`src/rtl/cpu_control_fsm.sv`:
```
// ---------------------------------------------------------------------------
// cpu_control_fsm
//
// Multi-cycle sequencer for the 8-bit processor core. Runs the
// fetch / decode / execute / writeback loop: owns the program counter,
// requests instruction words from instruction memory, pulses the IR load,
// starts the ALU (waiting on it for multi-cycle opcodes) and strobes the
// register-file write enable.
//
// Parameters
//   PC_WIDTH     program counter width; PC wraps modulo 2**PC_WIDTH
//   HALT_OPCODE  opcode that stops sequencing
//   NOP_OPCODE   opcode that skips execute and writeback
//   MC_MASK      bit k set -> opcode k is multi-cycle (waits for i_alu_done)
//
// Ports
//   clk, reset     rising-edge clock, asynchronous active-high reset
//   i_start        level; leave IDLE/HALT and begin fetching
//   i_imem_ready   instruction memory data valid for o_pc this cycle
//   i_opcode       opcode from decoder, valid from DECODE onward
//   i_alu_done     multi-cycle ALU result valid (single-cycle pulse)
//   o_pc           program counter / instruction address
//   o_imem_req     instruction fetch request (high only in FETCH)
//   o_ir_load      1-cycle pulse: capture instruction word into IR
//   o_alu_start    1-cycle pulse on EXECUTE entry
//   o_reg_we       1-cycle register-file write enable
//   o_busy         high in any state except IDLE and HALT
//   o_halted       high while in HALT
//   o_state        current state encoding (debug)
//
// Handshake: o_imem_req is a level request held for as long as the FSM sits
// in FETCH; a fetch completes on the first rising edge where both
// o_imem_req and i_imem_ready are high, and there is no timeout. i_alu_done
// is only observed in WAIT_ALU; a pulse in any other state is dropped.
// ---------------------------------------------------------------------------
module cpu_control_fsm #(
    parameter int          PC_WIDTH    = 8,
    parameter logic [3:0]  HALT_OPCODE = 4'hF,
    parameter logic [3:0]  NOP_OPCODE  = 4'h0,
    parameter logic [15:0] MC_MASK     = 16'h0000
) (
    input  logic                clk,
    input  logic                reset,
    input  logic                i_start,
    input  logic                i_imem_ready,
    input  logic [3:0]          i_opcode,
    input  logic                i_alu_done,
    output logic [PC_WIDTH-1:0] o_pc,
    output logic                o_imem_req,
    output logic                o_ir_load,
    output logic                o_alu_start,
    output logic                o_reg_we,
    output logic                o_busy,
    output logic                o_halted,
    output logic [2:0]          o_state
);

    typedef enum logic [2:0] {
        S_IDLE      = 3'd0,
        S_FETCH     = 3'd1,
        S_DECODE    = 3'd2,
        S_EXECUTE   = 3'd3,
        S_WAIT_ALU  = 3'd4,
        S_WRITEBACK = 3'd5,
        S_HALT      = 3'd6
    } state_t;

    localparam logic [PC_WIDTH-1:0] PC_ONE = {{(PC_WIDTH-1){1'b0}}, 1'b1};

    state_t              state;
    state_t              state_nxt;
    logic [PC_WIDTH-1:0] pc_nxt;
    logic                imem_req_nxt;
    logic                ir_load_nxt;
    logic                alu_start_nxt;
    logic                reg_we_nxt;
    logic                busy_nxt;
    logic                halted_nxt;

    // -----------------------------------------------------------------------
    // State and output registers. Every output is a flop loaded from the
    // next-state view, so each one lines up exactly with the state it
    // belongs to and nothing combinational reaches the ports.
    // -----------------------------------------------------------------------
    always_ff @(posedge clk or posedge reset) begin
        if (reset) begin
            state       <= S_IDLE;
            o_pc        <= '0;
            o_imem_req  <= 1'b0;
            o_ir_load   <= 1'b0;
            o_alu_start <= 1'b0;
            o_reg_we    <= 1'b0;
            o_busy      <= 1'b0;
            o_halted    <= 1'b0;
        end else begin
            state       <= state_nxt;
            o_pc        <= pc_nxt;
            o_imem_req  <= imem_req_nxt;
            o_ir_load   <= ir_load_nxt;
            o_alu_start <= alu_start_nxt;
            o_reg_we    <= reg_we_nxt;
            o_busy      <= busy_nxt;
            o_halted    <= halted_nxt;
        end
    end

    // -----------------------------------------------------------------------
    // Next-state and next-output logic.
    // -----------------------------------------------------------------------
    always_comb begin
        state_nxt = state;
        pc_nxt    = o_pc;

        case (state)
            S_IDLE: begin
                if (i_start) begin
                    state_nxt = S_FETCH;
                end
            end

            S_FETCH: begin
                // PC is held while memory stalls; no timeout.
                if (i_imem_ready) begin
                    state_nxt = S_DECODE;
                end
            end

            S_DECODE: begin
                if (i_opcode == HALT_OPCODE) begin
                    // PC left on the HALT so a debugger sees where it stopped.
                    state_nxt = S_HALT;
                end else if (i_opcode == NOP_OPCODE) begin
                    pc_nxt    = o_pc + PC_ONE;
                    state_nxt = S_FETCH;
                end else begin
                    state_nxt = S_EXECUTE;
                end
            end

            S_EXECUTE: begin
                // The decoder holds the IR, so i_opcode is still the
                // instruction being executed here.
                if (MC_MASK[i_opcode]) begin
                    state_nxt = S_WAIT_ALU;
                end else begin
                    state_nxt = S_WRITEBACK;
                end
            end

            S_WAIT_ALU: begin
                if (i_alu_done) begin
                    state_nxt = S_WRITEBACK;
                end
            end

            S_WRITEBACK: begin
                pc_nxt    = o_pc + PC_ONE;
                state_nxt = S_FETCH;
            end

            S_HALT: begin
                // Resume at the instruction after the HALT.
                if (i_start) begin
                    pc_nxt    = o_pc + PC_ONE;
                    state_nxt = S_FETCH;
                end
            end

            default: begin
                state_nxt = S_IDLE;
            end
        endcase

        // Outputs derived from where the FSM is going, registered above.
        imem_req_nxt  = (state_nxt == S_FETCH);
        ir_load_nxt   = (state == S_FETCH) && (state_nxt == S_DECODE);
        alu_start_nxt = (state_nxt == S_EXECUTE);
        reg_we_nxt    = (state_nxt == S_WRITEBACK);
        busy_nxt      = (state_nxt != S_IDLE) && (state_nxt != S_HALT);
        halted_nxt    = (state_nxt == S_HALT);
    end

    assign o_state = state;

endmodule

```
`config.mk`:
```
export PLATFORM = sky130hd
export DESIGN_NAME = cpu_control_fsm
export DESIGN_NICKNAME = d
export VERILOG_FILES = /design/src/rtl/cpu_control_fsm.sv
export SDC_FILE = /design/constraint.sdc
export NUM_CORES = 1
export LEC_CHECK = 0
export ABC_AREA = 1
export CAP_MARGIN = 15
export CELL_PAD_IN_SITES_DETAIL_PLACEMENT = 1
export CELL_PAD_IN_SITES_GLOBAL_PLACEMENT = 1
export CORE_MARGIN = 2
export CORE_UTILIZATION = 33
export CTS_CLUSTER_SIZE = 14
export DETAILED_ROUTE_END_ITERATION = 7
export GPL_ROUTABILITY_DRIVEN = 0
export GPL_TIMING_DRIVEN = 0
export PLACE_DENSITY = 0.78
export SKIP_LAST_GASP = 1
export SLEW_MARGIN = 0
export SYNTH_ARGS = -nofsm -noshare
export SYNTH_HDL_FRONTEND = slang
export SYNTH_SLANG_ARGS = --single-unit
```
`constraint.sdc`:
```
create_clock -name clk -period 1.3 [get_ports clk]
set_input_delay 0.195 -clock clk [delete_from_list [all_inputs] [get_ports clk]]
set_output_delay 0.195 -clock clk [all_outputs]
set_load 0.03 [all_outputs]
```
==> metrics.cfg, run 1 <==
[synthesis]
synth_cell_types = 19
synth_top_area_cell = dfrtp_1
ys.warnings.count = 0
synth_nets = 120
synthSimpleGateAreaFrac_pct = 32.0
synth-adder-area-share_pct = 1.38
synth_top_family_by_area = simple AND/OR/NAND/NOR gates
synth_seq_cells = 17
synth.area.top_cells = dfrtp_1 (47%), nand2_1 (11%), inv_1 (5.8%)
syn_inst = 110
synth-compound-area-share_pct = 4.68
yosysTopAreaCellShare_pct = 46.8
ys_seq_area_share_pct = 46.8
syn_area_per_cell_um2 = 8.26
syn_area_um2 = 908
synth_xor_area_share_pct = 7.58
synth.area.mux_share_pct = 0

[power]
swShare_pct = 49.9
power.share.clock_pct = 9.4
p_per_area_nw_per_um2 = 2230
combinationalPowerShare_pct = 58.6
p_leak_nw = 0.688
ir_drop_uv = 1170
p_int_mw = 1.51
switchingPower_mw = 1.50
pwr-share-seq_pct = 31.9

[final_layout]
fin_nets = 158
drive_gt1_share_pct = 36.1
regArea_um2 = 433
areaGrowthSynthToFinish_pct = 48.3
nFillCells = 333
final_cell_mix = nand2_1 (25), inv_1 (12), dfrtp_1 (11), nor2_1 (8), clkdlybuf4s50_1 (8)
num_antenna_cells = 0
design_area_um2 = 1350
multi_input_area_um2 = 494
final_cells = 178
mostFrequentLayoutCell = nand2_1

[setup_path]
critical_path_arrival_ps = 1550
path_class = flip-flop to flip-flop
cp.required_ps = 1530
crit_path_start_kind = flip-flop
cp-end-kind = flip-flop
worstPathMaxFanout = 6

[route]
ant_nets = 0
wire_per_inst_um = 12.7
num_vias = 860
wl_um = 2270
dr.pass1.iters = 4
drt-initial-drc-count = 5
drc = 0
via_per_inst = 4.83

[global_route]
gr-total-overflow = 0
antenna_found_initial = 0
grt_pass1_wl_um = 3920
grt_max_degree = 18
grt_usage_pct = 15.8
grt_pass1_vias = 936

[timing]
grt_setup_unrepaired = yes
clock_skew_ps = 3.99
relSlewSlack_pct = 56.5
setup_slack_ps = -25.1
hold_ws_ps = 284
hold_viol = 0
max_freq_ghz = 0.755
tightest_slew_ps = 652
setup_violations = 3
maxSlewViolCount = 0
fin_crit_sh_pct = 102
min_period_ps = 1330

[place]
dp_cells = 166
place_area_um2 = 1210
portBuffers = 25
dp_hpwl_um = 1580
place_ws_ps = -297

[floorplan]
core-area_um2 = 2690
num_rows = 19
design.die.area_um2 = 3190
dieHeight_um = 56.5
start_util_pct = 33.8
pin_count = 26
die_width_um = 56.5

[cts]
htreeDepth = 1
cts_max_path_buffers = 2
clock_sinks = 17
clk_latency_ps = 290
clk_pin_slew_ps = 100
cts_tree = built
cts_made_buffers = 3
root_buffer = clkbuf_4
hold_buffers = 0

[run_status]
violations = negative setup slack
outcome = finished with violations

[flow_run]
max-cap-violations = 0

[min_path]
hold_class = input port to asynchronous set/reset pin

[synth_stat cells, drive strengths merged]
library cell  number
nand3              9
o21ai              7
dfrtp             17
nor2              16
nand2             32
inv               17
xor2               5
ha                 1
nor3               1
nand4              3
xnor2              2
[metrics by stage]
| stage | power (mW) | setup TNS, ps | utilization (%) |
|---|---|---|---|
| after floorplan | 2.00 | -79.1 | - |
| final | 3.01 | -41.6 | 50.2 |
| after detailed placement | 2.58 | -2800 | 44.9 |
| after CTS | 2.87 | -80.3 | 48.1 |
| after global routing | 3.25 | -810 | 50.2 |
| after global placement | 2.52 | -2290 | 44.9 |
[cell type report]
type / count / area share (%)
Multi-Input combinational cell: 77 / 36.7
Sequential cell: 17 / 32.1
Timing Repair Buffer: 32 / 21.1
Inverter: 17 / 5.29
Tap cell: 31 / 2.88
Clock buffer: 4 / 1.95
[sequential cells by signal, indices dropped and copies added, names as in the netlist]
| signal | flops |
|---|---|
| o_pc | 8 |
| o_state | 3 |
| o_alu_start | 1 |
| o_busy | 1 |
| o_halted | 1 |
| o_imem_req | 1 |
| o_ir_load | 1 |
| o_reg_we | 1 |
[routing by layer]
| metal | global-route usage (%) | vias up | share of wire (%) |
|---|---|---|---|
| li1 | - | 417 | - |
| met1 | 17.8 | 417 | 38 |
| met3 | 2.07 | 4 | 4.1 |
| met2 | 28.9 | 22 | 57 |
| met4 | 7.82 | 0 | 1.4 |
| met5 | 0 | - | 0 |
[critical path, stage by stage (launching register included)]
cell     delay, ps
dfrtp_2        470
buf_4          160
o21ai_0        200
nand3_1        140
nand3_2        130
nand2_1         60
nor2_1          90
[power groups by stage]
stage | logic, mW | clock network (mW) | registers [mW]
3_5_place_dp | 1.63 | 0 | 0.955
2_1_floorplan | 0.723 | 0 | 1.28
6_report | 1.77 | 0.284 | 0.961
3_3_place_gp | 1.58 | 0 | 0.940
4_1_cts | 1.64 | 0.298 | 0.938
5_1_grt | 1.93 | 0.320 | 0.998
[path summary, 6_finish.rpt]
| check | startpoint | to | slack (ps) | cells past startpoint |
|---|---|---|---|---|
| max | o_state[0] | o_imem_req | -30 | 6 |
| min | reset | o_state[1] | 280 | 2 |
| max reg2reg | o_state[0] | o_imem_req | -30 | 6 |
| min reg2reg | o_pc[0] | o_pc[0] | 530 | 1 |
| max in group asynchronous | reset | o_pc[3] | 560 | 2 |
| min in group clk | i_alu_done | o_reg_we | 500 | 3 |
[kinds of logic after synthesis]
logic type / count (synthesis)
XOR/XNOR: 7
flip-flops: 17
buffers and inverters: 17
adder cells (fa/ha/maj): 1
AO/OA/AOI/OAI: 7
AND/OR/NAND/NOR: 61
[repair_timing]
action,in CTS,in global routing
cloned,1,0
pin swaps,3,6
gates resized for setup,35,28
setup buffers,4,3
setup endpoints to repair,27,20
Note: power is estimated with default switching activity, not from simulation.
==> inputs of run 2 (changes only) <==
CAP_MARGIN = unset   (was 15)
CORE_ASPECT_RATIO = 0.9   (was unset)
TNS_END_PERCENT = 100   (was unset)
==> metrics.cfg, run 2 (synthesized netlist as in run 1, its figures left out) <==
[cts]
cts_tree = built  ; unchanged
clk_pin_slew_ps = 100  ; about the same
root_buffer = clkbuf_4  ; unchanged
hold_buffers = 0  ; unchanged
clock_sinks = 17  ; unchanged
cts_max_path_buffers = 2  ; unchanged
htreeDepth = 1  ; unchanged
clk_latency_ps = 300  ; was 290 ps
cts_made_buffers = 3  ; unchanged

[global_route]
grt_pass1_vias = 901  ; was 936
grt_max_degree = 18  ; unchanged
antenna_found_initial = 0  ; unchanged
grt_pass1_wl_um = 4080  ; was 3920 um
grt_usage_pct = 18.0  ; was 15.8%
gr-total-overflow = 0  ; unchanged

[setup_path]
worstPathMaxFanout = 6  ; unchanged
critical_path_arrival_ps = 1620  ; was 1550 ps
r2r_slack_ps = -80  ; was -30 ps
cp-end-kind = flip-flop  ; unchanged
path_class = flip-flop to flip-flop  ; unchanged
slowest_delay_ps = 450  ; was 470 ps
rr_worst_depth = 8  ; was 6
cp.required_ps = 1530  ; about the same
critPathSlowestCell = dfrtp_2  ; unchanged
crit_path_start_kind = flip-flop  ; unchanged
crit_chain = inv_2 > nand4_1 > buf_4 > nand2_4 > nor2_4 > nand2_1 > nor2_2 > nor2_1  ; was buf_4 > o21ai_0 > nand3_1 > nand3_2 > nand2_1 > nor2_1

[route]
num_vias = 879  ; was 860
drt-initial-drc-count = 20  ; was 5
wl_um = 2520  ; was 2270 um
drc = 0  ; unchanged
ant_nets = 0  ; unchanged
via_per_inst = 4.88  ; was 4.83
wire_per_inst_um = 14.0  ; was 12.7 um
dr.pass1.iters = 4  ; unchanged

[floorplan]
pin_count = 26  ; unchanged
dieHeight_um = 53.8  ; was 56.5 um
num_rows = 18  ; was 19
design.die.area_um2 = 3190  ; about the same
core-area_um2 = 2680  ; was 2690 um2
die_width_um = 59.3  ; was 56.5 um
start_util_pct = 33.9  ; was 33.8%

[power]
pwr-share-seq_pct = 30.0  ; was 31.9%
power.share.clock_pct = 9.5  ; was 9.4%
switchingPower_mw = 1.53  ; was 1.50 mW
ir_drop_uv = 947  ; was 1170 uV
combinationalPowerShare_pct = 60.5  ; was 58.6%
p_int_mw = 1.56  ; was 1.51 mW
swShare_pct = 49.5  ; was 49.9%
p_per_area_nw_per_um2 = 2330  ; was 2230 nW/um2
p_leak_nw = 0.691  ; was 0.688 nW
power_mw = 3.10  ; was 3.01 mW

[timing]
maxSlewViolCount = 0  ; unchanged
max_freq_ghz = 0.723  ; was 0.755 GHz
setup_violations = 9  ; was 3
tightest_slew_ps = 681  ; was 652 ps
setup_slack_ps = -83.1  ; was -25.1 ps
fin_crit_sh_pct = 106  ; was 102%
tns_ps = -380  ; was -41.6 ps
relSlewSlack_pct = 54.5  ; was 56.5%
grt_setup_unrepaired = yes  ; unchanged
hold_viol = 0  ; unchanged
min_period_ps = 1380  ; was 1330 ps
clock_skew_ps = 5.94  ; was 3.99 ps

[final_layout]
num_antenna_cells = 0  ; unchanged
areaGrowthSynthToFinish_pct = 46.0  ; was 48.3%
design_area_um2 = 1330  ; was 1350 um2
top_register = o_pc  ; unchanged
final_cell_mix = nand2_1 (25), inv_1 (13), dfrtp_1 (12), nor2_1 (11), buf_4 (10)  ; was nand2_1 (25), inv_1 (12), dfrtp_1 (11), nor2_1 (8), clkdlybuf4s50_1 (8)
fin_nets = 161  ; was 158
drive_gt1_share_pct = 34.0  ; was 36.1%
nFillCells = 337  ; was 333
mostFrequentLayoutCell = nand2_1  ; unchanged
largest_reg_flops = 8  ; unchanged

[place]
dp_hpwl_um = 1670  ; was 1580 um
portBuffers = 25  ; unchanged
place_area_um2 = 1210  ; about the same
place_ws_ps = -308  ; was -297 ps

[run_status]
outcome = finished with violations  ; unchanged
violations = negative setup slack  ; unchanged

[min_path]
hold_class = input port to asynchronous set/reset pin  ; unchanged

[flow_run]
max-cap-violations = 0  ; unchanged

## run 2: cell types whose count changed in the layout (fill, tap and decap cells not counted), sizes merged
cell / change
clkbuf: -1
clkdlybuf4s15: -1
buf: +5
## run 2: layout make-up
class | count | area (um2) | share of cell area [%]
clock buffers | 4 | 26.3 | 1.98
inverters | 17 | 68.8 | 5.19
multi-input cells | 77 | 468 | 35.3
flip-flops and latches | 17 | 432 | 32.5
well taps | 30 | 37.5 | 2.83
repair buffers | 35 | 294 | 22.2
## run 2: worst paths after layout
kind / start / end
hold / removal: reset / o_pc[3]
min in group clk: i_alu_done / o_reg_we
max in group asynchronous: reset / o_state[0]
setup / recovery: o_state[0] / o_busy
setup reg to reg: o_state[0] / o_busy
hold reg to reg: o_pc[0] / o_pc[0]
## run 2: critical path, delay by kind of cell, from the launching register on
family	cells	cell delay, ps
flip-flops	1	450
AND/OR/NAND/NOR	6	540
buffers and inverters	2	330
## run 2: timing repair
action,CTS,global route
endpoints found under the setup margin,27,19
pin swaps,6,9
gates resized for setup,36,23
setup buffers,7,3
gates cloned,1,0
## run 2: through the flow
| step | cells | hold slack (ps) | util [%] |
|---|---|---|---|
| finish | 180 | 294 | 49.5 |
| global route | 180 | 332 | 49.5 |
| CTS | 177 | 301 | 48.7 |
| detailed placement | 165 | 514 | 45.0 |
| global placement | 165 | 507 | 45.0 |
| floorplan | 110 | 121 | - |
## run 2: per-layer routing
layer	wire (um)	track usage [%]	share of wire, %
met5	0	0	0
met4	63	7.95	2.5
met3	96	4.81	3.8
met2	1410	34.6	56
met1	950	18.0	38
## run 2: power by group through the flow
stage | Sequential, mW | Combinational [mW] | Clock, mW
6_report | 0.930 | 1.87 | 0.293
3_5_place_dp | 0.954 | 1.64 | 0
4_1_cts | 0.931 | 1.72 | 0.309
2_1_floorplan | 1.28 | 0.723 | 0
5_1_grt | 0.970 | 2.06 | 0.329
3_3_place_gp | 0.942 | 1.59 | 0
==> inputs of run 3 (changes only) <==
CORE_ASPECT_RATIO = 0.75   (was 0.9)
==> metrics.cfg, run 3 (synthesized netlist as in run 1, its figures left out) <==
[final_layout]
nFillCells = 321  ; was 337
final_cell_mix = nand2_1 (21), inv_1 (12), dfrtp_1 (12), nor2_1 (11)  ; was nand2_1 (25), inv_1 (13), dfrtp_1 (12), nor2_1 (11), buf_4 (10)
num_antenna_cells = 0  ; unchanged
largest_reg_flops = 8  ; unchanged
mostFrequentLayoutCell = nand2_1  ; unchanged
areaGrowthSynthToFinish_pct = 45.9  ; was 46.0%
top_register = o_pc  ; unchanged
fin_nets = 154  ; was 161
drive_gt1_share_pct = 31.5  ; was 34.0%

[setup_path]
crit_buf_inv = 1  ; was 2
crit_chain = nand4_1 > nand2_4 > nor2_8 > inv_6 > nand2_2 > o21ai_2  ; was inv_2 > nand4_1 > buf_4 > nand2_4 > nor2_4 > nand2_1 > nor2_2 > nor2_1
rr_worst_depth = 6  ; was 8
critical_path_arrival_ps = 1480  ; was 1620 ps
crit_path_end = o_pc[5]  ; was o_busy
cp.required_ps = 1440  ; was 1530 ps
path_class = flip-flop to flip-flop  ; unchanged
critPathSlowestCell = dfrtp_2  ; unchanged
path_delay_family = simple AND/OR/NAND/NOR gates  ; unchanged
r2r_slack_ps = -30  ; was -80 ps
cp-end-kind = flip-flop  ; unchanged
crit_path_start_kind = flip-flop  ; unchanged
r2r_end = o_pc[5]  ; was o_busy
worstSetupPathDepth = 6  ; was 8
r2r_start = o_state[2]  ; was o_state[0]
worstPathMaxFanout = 7  ; was 6
critPathLaunch = o_state[2]  ; was o_state[0]
slowest_delay_ps = 470  ; was 450 ps

[power]
power_mw = 3.06  ; was 3.10 mW
power.share.clock_pct = 13.1  ; was 9.5%
ir_drop_uv = 863  ; was 947 uV
p_per_area_nw_per_um2 = 2310  ; was 2330 nW/um2
p_leak_nw = 0.681  ; was 0.691 nW
swShare_pct = 49.8  ; was 49.5%
switchingPower_mw = 1.53  ; about the same
combinationalPowerShare_pct = 55.3  ; was 60.5%
pwr-share-seq_pct = 31.5  ; was 30.0%
p_int_mw = 1.54  ; was 1.56 mW

[timing]
setup_violations = 7  ; was 9
hold_viol = 0  ; unchanged
clock_skew_ps = 1.43  ; was 5.94 ps
tightest_slew_ps = 658  ; was 681 ps
setup_slack_ps = -31.2  ; was -83.1 ps
maxSlewViolCount = 0  ; unchanged
relSlewSlack_pct = 56.1  ; was 54.5%
grt_setup_unrepaired = yes  ; unchanged
min_period_ps = 1330  ; was 1380 ps
max_freq_ghz = 0.751  ; was 0.723 GHz
fin_crit_sh_pct = 102  ; was 106%

[global_route]
grt_max_degree = 18  ; unchanged
gr-total-overflow = 0  ; unchanged
antenna_found_initial = 0  ; unchanged
grt_usage_pct = 18.2  ; was 18.0%
grt_pass1_vias = 913  ; was 901
grt_pass1_wl_um = 4370  ; was 4080 um

[route]
num_vias = 829  ; was 879
wl_met2_um = 1300  ; was 1410 um
wire_per_inst_um = 13.9  ; was 14.0 um
wl_um = 2490  ; was 2520 um
met1Wirelength_um = 1110  ; was 950 um
wl_met3_um = 77  ; was 96 um
dr.pass1.iters = 4  ; unchanged
drc = 0  ; unchanged
top_layer = met3  ; was met4
via_per_inst = 4.63  ; was 4.88
drt-initial-drc-count = 29  ; was 20
ant_nets = 0  ; unchanged

[place]
portBuffers = 25  ; unchanged
dp_hpwl_um = 1800  ; was 1670 um
place_ws_ps = -330  ; was -308 ps

[floorplan]
design.die.area_um2 = 3190  ; about the same
pin_count = 26  ; unchanged
core-area_um2 = 2620  ; was 2680 um2
dieHeight_um = 49.4  ; was 53.8 um
num_rows = 16  ; was 18
start_util_pct = 34.6  ; was 33.9%
die_width_um = 64.6  ; was 59.3 um

[cts]
cts_max_path_buffers = 2  ; unchanged
cts_tree = built  ; unchanged
clk_latency_ps = 250  ; was 300 ps
cts_made_buffers = 3  ; unchanged
clock_sinks = 17  ; unchanged
root_buffer = clkbuf_8  ; was clkbuf_4
htreeDepth = 1  ; unchanged
clk_pin_slew_ps = 70  ; was 100 ps
hold_buffers = 0  ; unchanged

[flow_run]
max-cap-violations = 0  ; unchanged

[run_status]
outcome = finished with violations  ; unchanged
violations = negative setup slack  ; unchanged

[min_path]
hold_class = input port to asynchronous set/reset pin  ; unchanged

==> run 3: cell types whose count changed in the layout (fill, tap and decap cells not counted), sizes merged <==
cell         change
clkbuf           +1
buf             -10
dlygate4sd2      +2
==> run 3: worst min path at each step <==
stage             from          end  slack [ps]  cells past startpoint
6_report         reset      o_pc[6]         330                      2
5_1_grt          reset      o_pc[6]         410                      2
4_1_cts          reset      o_pc[1]         360                      2
3_5_place_dp   o_pc[0]      o_pc[0]         510                      1
3_3_place_gp   o_pc[7]      o_pc[7]         500                      2
2_1_floorplan    reset  o_alu_start         120                      1
==> run 3: power groups by stage <==
stage          clock network [mW]  registers (mW)  logic (mW)
5_1_grt                     0.442           0.998        1.85
2_1_floorplan                   0            1.28       0.723
4_1_cts                     0.408           0.967        1.68
6_report                    0.402           0.966        1.70
3_5_place_dp                    0           0.954        1.65
3_3_place_gp                    0           0.949        1.59
==> run 3: repair_timing <==
action,CTS,global route
setup buffers,2,1
setup endpoints to repair,28,20
pin swaps,6,3
gates cloned,1,0
resized for setup,37,15
==> run 3: stage by stage <==
step | utilization [%] | cell area, um2 | hold WS (ps) | setup TNS (ps) | std cells
after detailed placement | 46.3 | 1210 | 514 | -2980 | 171
after floorplan | - | 918 | 121 | -79.1 | 110
after global routing | 50.5 | 1330 | 409 | -869 | 179
after CTS | 50.3 | 1320 | 359 | -215 | 178
after global placement | 46.3 | 1210 | 505 | -2430 | 171
final | 50.5 | 1330 | 332 | -138 | 179
==> run 3: layout make-up <==
type	instances	area, um2	area share (%)
clock buffer	4	45.0	3.40
tap	36	45.0	3.40
sequential	17	432	32.6
timing repair buffer	28	244	18.4
multi-input combinational	77	488	36.8
inverter	17	71.3	5.38
==> run 3: routing by layer <==
metal  track usage, %  up-vias
met2             31.9       13
met3             4.39        0
met4             5.32        0
met1             22.0      404
met5                0        -
li1                 -      412
==> RTL edit 1: new RTL, flow settings as in run 1 <==
Set the parameter `PC_WIDTH` to 10 (it was 8).
--- a/src/rtl/cpu_control_fsm.sv
+++ b/src/rtl/cpu_control_fsm.sv
@@ -34,7 +34,7 @@
 // is only observed in WAIT_ALU; a pulse in any other state is dropped.
 // ---------------------------------------------------------------------------
 module cpu_control_fsm #(
-    parameter int          PC_WIDTH    = 8,
+    parameter int          PC_WIDTH    = 10,
     parameter logic [3:0]  HALT_OPCODE = 4'hF,
     parameter logic [3:0]  NOP_OPCODE  = 4'h0,
     parameter logic [15:0] MC_MASK     = 16'h0000
Ports: changed (resized o_pc); port bits go from 26 to 28. No check against the original RTL was run, so the function may have changed too.
==> RTL edit 1 against run 1 <==
Synthesized area rose by 13%. Worst setup slack lost 0.15 ns. Design area increased by 5.6%. Utilization fell by 2.8 points. Sequential cell count is 2 higher. Wire length is 14% higher. The run still ends with negative setup slack left. Synthesized cell count up 25%. Power grew 2.3%.
==> RTL edit 1: results (changes against run 1) <==
\begin{tabular}{lr}
\hline
Metric & Value \\
\hline
\multicolumn{2}{l}{\textbf{Run status}} \\
Status & finished with violations (unchanged) \\
Violations in the final reports & negative setup slack (unchanged) \\
\multicolumn{2}{l}{\textbf{GRT}} \\
Total Routing Usage GR & 16.1\% (was 15.8\%) \\
Largest net degree at the start of global routing & 20 (was 18) \\
\multicolumn{2}{l}{\textbf{Place}} \\
Cell total after placement & 198 (was 166) \\
Number of buffer cells added on primary ports & 27 (was 25) \\
\multicolumn{2}{l}{\textbf{Worst setup path}} \\
Crit path from & o\_state[1] (was o\_state[0]) \\
Data arrival time at the worst-slack endpoint & 1.70 ns (was 1.55 ns) \\
Worst-path fanout max & 8 (was 6) \\
\multicolumn{2}{l}{\textbf{Logic synthesis}} \\
Net Count, Synth & 148 (was 120) \\
Number of distinct standard cells referenced by the synthesized netlist & 20 (was 19) \\
Leading post-synthesis cells by cell area & sky130\_fd\_sc\_hd\_\_dfrtp\_1, sky130\_fd\_sc\_hd\_\_nand2\_1, sky130\_fd\_sc\_hd\_\_nor2\_1 (was sky130\_fd\_sc\_hd\_\_dfrtp\_1, sky130\_fd\_sc\_hd\_\_nand2\_1, sky130\_fd\_sc\_hd\_\_inv\_1) \\
Cell count after synthesis & 138 (was 110) \\
Most frequent cells after synthesis & sky130\_fd\_sc\_hd\_\_nand2\_1, sky130\_fd\_sc\_hd\_\_dfrtp\_1, sky130\_fd\_sc\_hd\_\_nor2\_1 (was sky130\_fd\_sc\_hd\_\_nand2\_1, sky130\_fd\_sc\_hd\_\_dfrtp\_1, sky130\_fd\_sc\_hd\_\_inv\_1, sky130\_fd\_sc\_hd\_\_nor2\_1, sky130\_fd\_sc\_hd\_\_nand3\_1) \\
Register area share after synthesis & 46.5\% (was 46.8\%) \\
\multicolumn{2}{l}{\textbf{Power}} \\
Static leakage power & 0.000722 µW (was 0.000688 µW) \\
Pint & 1590 µW (was 1510 µW) \\
Peak supply drop & 1.04 mV (was 1.17 mV) \\
\multicolumn{2}{l}{\textbf{STA}} \\
Total of endpoints with negative setup slack in the final report & 13 (was 3) \\
Post-layout worst setup margin & -0.180 ns (was -0.0251 ns) \\
Setup\_tns & -1.66 ns (was -0.0416 ns) \\
Worst Max-Slew Pin Slew & 0.733 ns (was 0.652 ns) \\
\multicolumn{2}{l}{\textbf{Route}} \\
DRT Wirelength & 2580 µm (was 2270 µm) \\
Via count normalized by instance count & 4.83 (about the same) \\
Drt first-iter violations & 19 (was 5) \\
\multicolumn{2}{l}{\textbf{Final layout}} \\
Flip-flop count of the largest register after layout & 10 (was 8) \\
Final cell count without fillers & 208 (was 178) \\
\hline
\end{tabular}
## RTL edit 1: cell count changes after synthesis, sizes merged
cell,change
buf,+2
inv,+3
o21bai,+1
dfrtp,+2
xor2,-2
o21ai,+2
nand2,+13
a21oi,+3
nand3b,+1
nor2,+4
nand4,-1
## RTL edit 1: cell families (layout without fill, tap and decap cells)
group           after synthesis  count (layout)  synth area share (%)
xor+xnor                      5               5                  4.28
buf+inv                      22              59                  9.18
fa+ha+maj                     1               1                  1.22
flops                        19              19                  46.5
compound gates               13              13                  6.61
simple gates                 78              78                  32.2
## RTL edit 1: path summary, 6_finish.rpt
| path | endpoint | slack, ns | cells past startpoint |
|---|---|---|---|
| max | o_pc[0] | -0.18 | 8 |
| min | o_pc[8] | 0.32 | 2 |
| max reg2reg | o_pc[0] | -0.18 | 8 |
| min reg2reg | o_pc[9] | 0.55 | 2 |
| max in group asynchronous | o_state[2] | 0.47 | 2 |
| min in group clk | o_reg_we | 0.49 | 3 |
## RTL edit 1: final cells by class
type                            instances  area [µm²]
Fill cell                             379        1580
Multi-Input combinational cell         97         482
Sequential cell                        19         480
Timing Repair Buffer                   33         295
Inverter                               20        75.1
Tap cell                               33        41.3
Clock buffer                            4        26.3
Buffer                                  2        22.5
## RTL edit 1: per-layer routing
layer	up-vias	GRT usage (%)	share of wire, %
met1	475	18.8	42
met3	4	3.90	3.8
li1	500	-	-
met2	25	27.6	53
met5	-	0	0
met4	0	6.98	0.97
## RTL edit 1: stage by stage
| step | cell area [µm²] | hold slack (ns) |
|---|---|---|
| CTS | 1410 | 0.339 |
| detailed placement | 1350 | 0.530 |
| global placement | 1350 | 0.519 |
| floorplan | 1030 | 0.146 |
| global route | 1420 | 0.387 |
| finish | 1420 | 0.319 |
## RTL edit 1: critical path, stage by stage, from the launching register on
cell                      delay, ns
sky130_fd_sc_hd__dfrtp_2       0.42
sky130_fd_sc_hd__buf_6         0.14
sky130_fd_sc_hd__inv_2         0.04
sky130_fd_sc_hd__nand2_1       0.05
sky130_fd_sc_hd__o21ai_1       0.16
sky130_fd_sc_hd__nand2_1       0.13
sky130_fd_sc_hd__nor2_4        0.19
sky130_fd_sc_hd__buf_4         0.15
sky130_fd_sc_hd__xor2_1        0.14
## RTL edit 1: power by group through the flow
stage                     Clock [µW]  Sequential (µW)  Combinational, µW
after floorplan                    0             1370                726
after global placement             0             1020               1660
after detailed placement           0             1030               1700
after CTS                        312              997               1730
after global routing             331              993               2010
final                            298              966               1820
## RTL edit 1: timing repair
action,CTS,global route
buffers inserted,3,2
endpoints found under the setup margin,32,23
cloned,1,0
resized for setup,41,14
pin swaps,4,1
==> RTL edit 2: new RTL, config.mk and constraints of run 1 <==
Without the edit above. Reset style: synchronous (`reset`), changed in one clocked block. Comments in the files are not updated.
--- a/src/rtl/cpu_control_fsm.sv
+++ b/src/rtl/cpu_control_fsm.sv
@@ -82,7 +82,7 @@
     // next-state view, so each one lines up exactly with the state it
     // belongs to and nothing combinational reaches the ports.
     // -----------------------------------------------------------------------
-    always_ff @(posedge clk or posedge reset) begin
+    always_ff @(posedge clk) begin
         if (reset) begin
             state       <= S_IDLE;
             o_pc        <= '0;
Check against the original RTL: differs if reset is asserted again (counterexample within 4 cycles, from zero or initial values and one cycle with reset high); with reset held inactive, the same outputs for 10 cycles.
==> RTL edit 2 against run 1 <==
Worst setup slack gained 0.052 ns. Largest cell class unchanged. Critical path depth decreased by 5. Sequential cell count unchanged. Critical path type is now register to output port. Wire length up 16%. Design area decreased by 3.7%. Synthesized area fell by 2.1%. Critical endpoint is now o_pc[7].
Power is not compared: it rests on default switching activity, and its combinational part moved more than twofold at a synthesized area within 25%.
==> RTL edit 2: results (changes against run 1) <==
\begin{tabular}{lr}
\hline
Metric & Value \\
\hline
\multicolumn{2}{l}{\textbf{Route}} \\
Drt first pass iters & 3 (was 4) \\
Post-DR wirelength/cell & 13.1 µm (was 12.7 µm) \\
Drt first-iter violations & 16 (was 5) \\
Via count normalized by instance count & 4.88 (was 4.83) \\
\multicolumn{2}{l}{\textbf{Run status}} \\
Status & finished, final reports clean (was finished with violations) \\
\multicolumn{2}{l}{\textbf{Final layout}} \\
Share of layout cells above drive strength 1 & 25.1\% (was 36.1\%) \\
Layout net count & 182 (was 158) \\
Fillers & 341 (was 333) \\
\multicolumn{2}{l}{\textbf{Logic synthesis}} \\
Mean area per synthesized cell & 6.31 µm² (was 8.26 µm²) \\
Fraction of synthesis flops using an asynchronous set or reset pin & 0\% (was 100\%) \\
Number of distinct standard cells referenced by the synthesized netlist & 18 (was 19) \\
Register area share after synthesis & 38.3\% (was 46.8\%) \\
Net Count, Synth & 151 (was 120) \\
\multicolumn{2}{l}{\textbf{STA}} \\
Tightest slew margin relative to the limit & 65.6\% (was 56.5\%) \\
Worst hold slack across all endpoints & 0.491 ns (was 0.284 ns) \\
Max Freq & 785 MHz (was 755 MHz) \\
\multicolumn{2}{l}{\textbf{Place}} \\
Worst Setup Slack post-DPL & -0.273 ns (was -0.297 ns) \\
\multicolumn{2}{l}{\textbf{Hold path}} \\
Hold path depth & 2 \\
HP Class & register to register (was input pin to asynchronous set/reset pin) \\
\multicolumn{2}{l}{\textbf{Worst setup path}} \\
Delay of the slowest cell on the worst path & 0.41 ns (was 0.47 ns) \\
Crit-path slowest cell & sky130\_fd\_sc\_hd\_\_dlygate4sd2\_1 (was sky130\_fd\_sc\_hd\_\_dfrtp\_2) \\
Reg-to-Reg End & o\_pc[7] (was o\_imem\_req) \\
Slack of the worst reg-to-reg path & 0.04 ns (was -0.03 ns) \\
Worst-path fanout max & 4 (was 6) \\
Reg-to-Reg Start & o\_state[0] (unchanged) \\
Cell type group with the largest total delay on the critical path & buffers and inverters (was flip-flops) \\
\multicolumn{2}{l}{\textbf{GRT}} \\
Total Routing Usage GR & 17.6\% (was 15.8\%) \\
Vias in the first global route & 1,042 (was 936) \\
Met1 Resource Use GR & 20.7\% (was 17.8\%) \\
Wire length of the first global-routing pass & 4480 µm (was 3920 µm) \\
Grt met2 use & 31.8\% (was 28.9\%) \\
Routing usage on met3 & 4.88\% (was 2.07\%) \\
\hline
\end{tabular}
RTL edit 2: cell types whose count changed in the layout (fill, tap and decap cells not counted), moves of 3 or more:
| cell | before | now |
|---|---|---|
| sky130_fd_sc_hd__o21ai_0 | 4 | 1 |
| sky130_fd_sc_hd__dfrtp_2 | 6 | 0 |
| sky130_fd_sc_hd__dfxtp_2 | 0 | 4 |
| sky130_fd_sc_hd__inv_1 | 12 | 18 |
| sky130_fd_sc_hd__buf_4 | 5 | 1 |
| sky130_fd_sc_hd__nand3_1 | 6 | 9 |
| sky130_fd_sc_hd__dfxtp_1 | 0 | 10 |
| sky130_fd_sc_hd__a21oi_1 | 0 | 7 |
| sky130_fd_sc_hd__dfrtp_1 | 11 | 0 |
| sky130_fd_sc_hd__dfxtp_4 | 0 | 3 |
| sky130_fd_sc_hd__nor2_1 | 8 | 16 |
| sky130_fd_sc_hd__nand2_1 | 25 | 38 |
RTL edit 2: what timing repair did:
action / 4_1_cts / 5_1_grt
pin swaps: 1 / 14
buffers inserted: 1 / 0
gates resized for setup: 30 / 35
endpoints found under the setup margin: 19 / 20
gates cloned: 0 / 0
RTL edit 2: metal layers:
metal	vias up	share of wire, %	wire, µm
li1	498	-	-
met1	459	43	1140
met2	17	52	1360
met3	6	3.1	82
met4	0	1.9	49
met5	-	0	0
RTL edit 2: stage by stage:
stage | cells | instance area, µm²
finish | 201 | 1300
detailed placement | 196 | 1180
global route | 201 | 1300
global placement | 196 | 1180
floorplan | 141 | 896
CTS | 201 | 1220
RTL edit 2: tightest hold or removal path: stages (launching register included):
cell                      delay [ns]
sky130_fd_sc_hd__dfxtp_2        0.35
sky130_fd_sc_hd__nand2_1        0.06
sky130_fd_sc_hd__a21oi_1        0.05
RTL edit 2: worst max path at each step:
stage,end,startpoint
6_report,o_pc[7],o_pc[7]
5_1_grt,o_pc[7],o_state[0]
4_1_cts,o_pc[4],o_pc[4]
3_5_place_dp,o_pc[5],i_opcode[1]
3_3_place_gp,o_busy,i_opcode[0]
2_1_floorplan,o_pc[5],o_pc[1]
RTL edit 2: layout make-up:
type                       count  area (µm²)  share of cell area, %
timing repair buffer          26         231                   17.8
clock inverter                 1        5.00                  0.386
buffer                         1        3.75                  0.289
tap                           30        37.5                   2.89
clock buffer                   3        22.5                   1.74
inverter                      23        98.8                   7.62
multi-input combinational    100         542                   41.8
sequential                    17         357                   27.5
RTL edit 2: kinds of logic (layout without fill, tap and decap cells):
| family | after synthesis | in the layout | share of synthesized area (%) |
|---|---|---|---|
| DFF | 17 | 17 | 38.3 |
| AOI/OAI and AO/OA | 10 | 10 | 5.62 |
| buffers and inverters | 24 | 54 | 10.1 |
| and+or+nand+nor | 86 | 86 | 41.6 |
| xor gates and xnor gates | 3 | 3 | 2.95 |
| adders and majority gates | 1 | 1 | 1.41 |
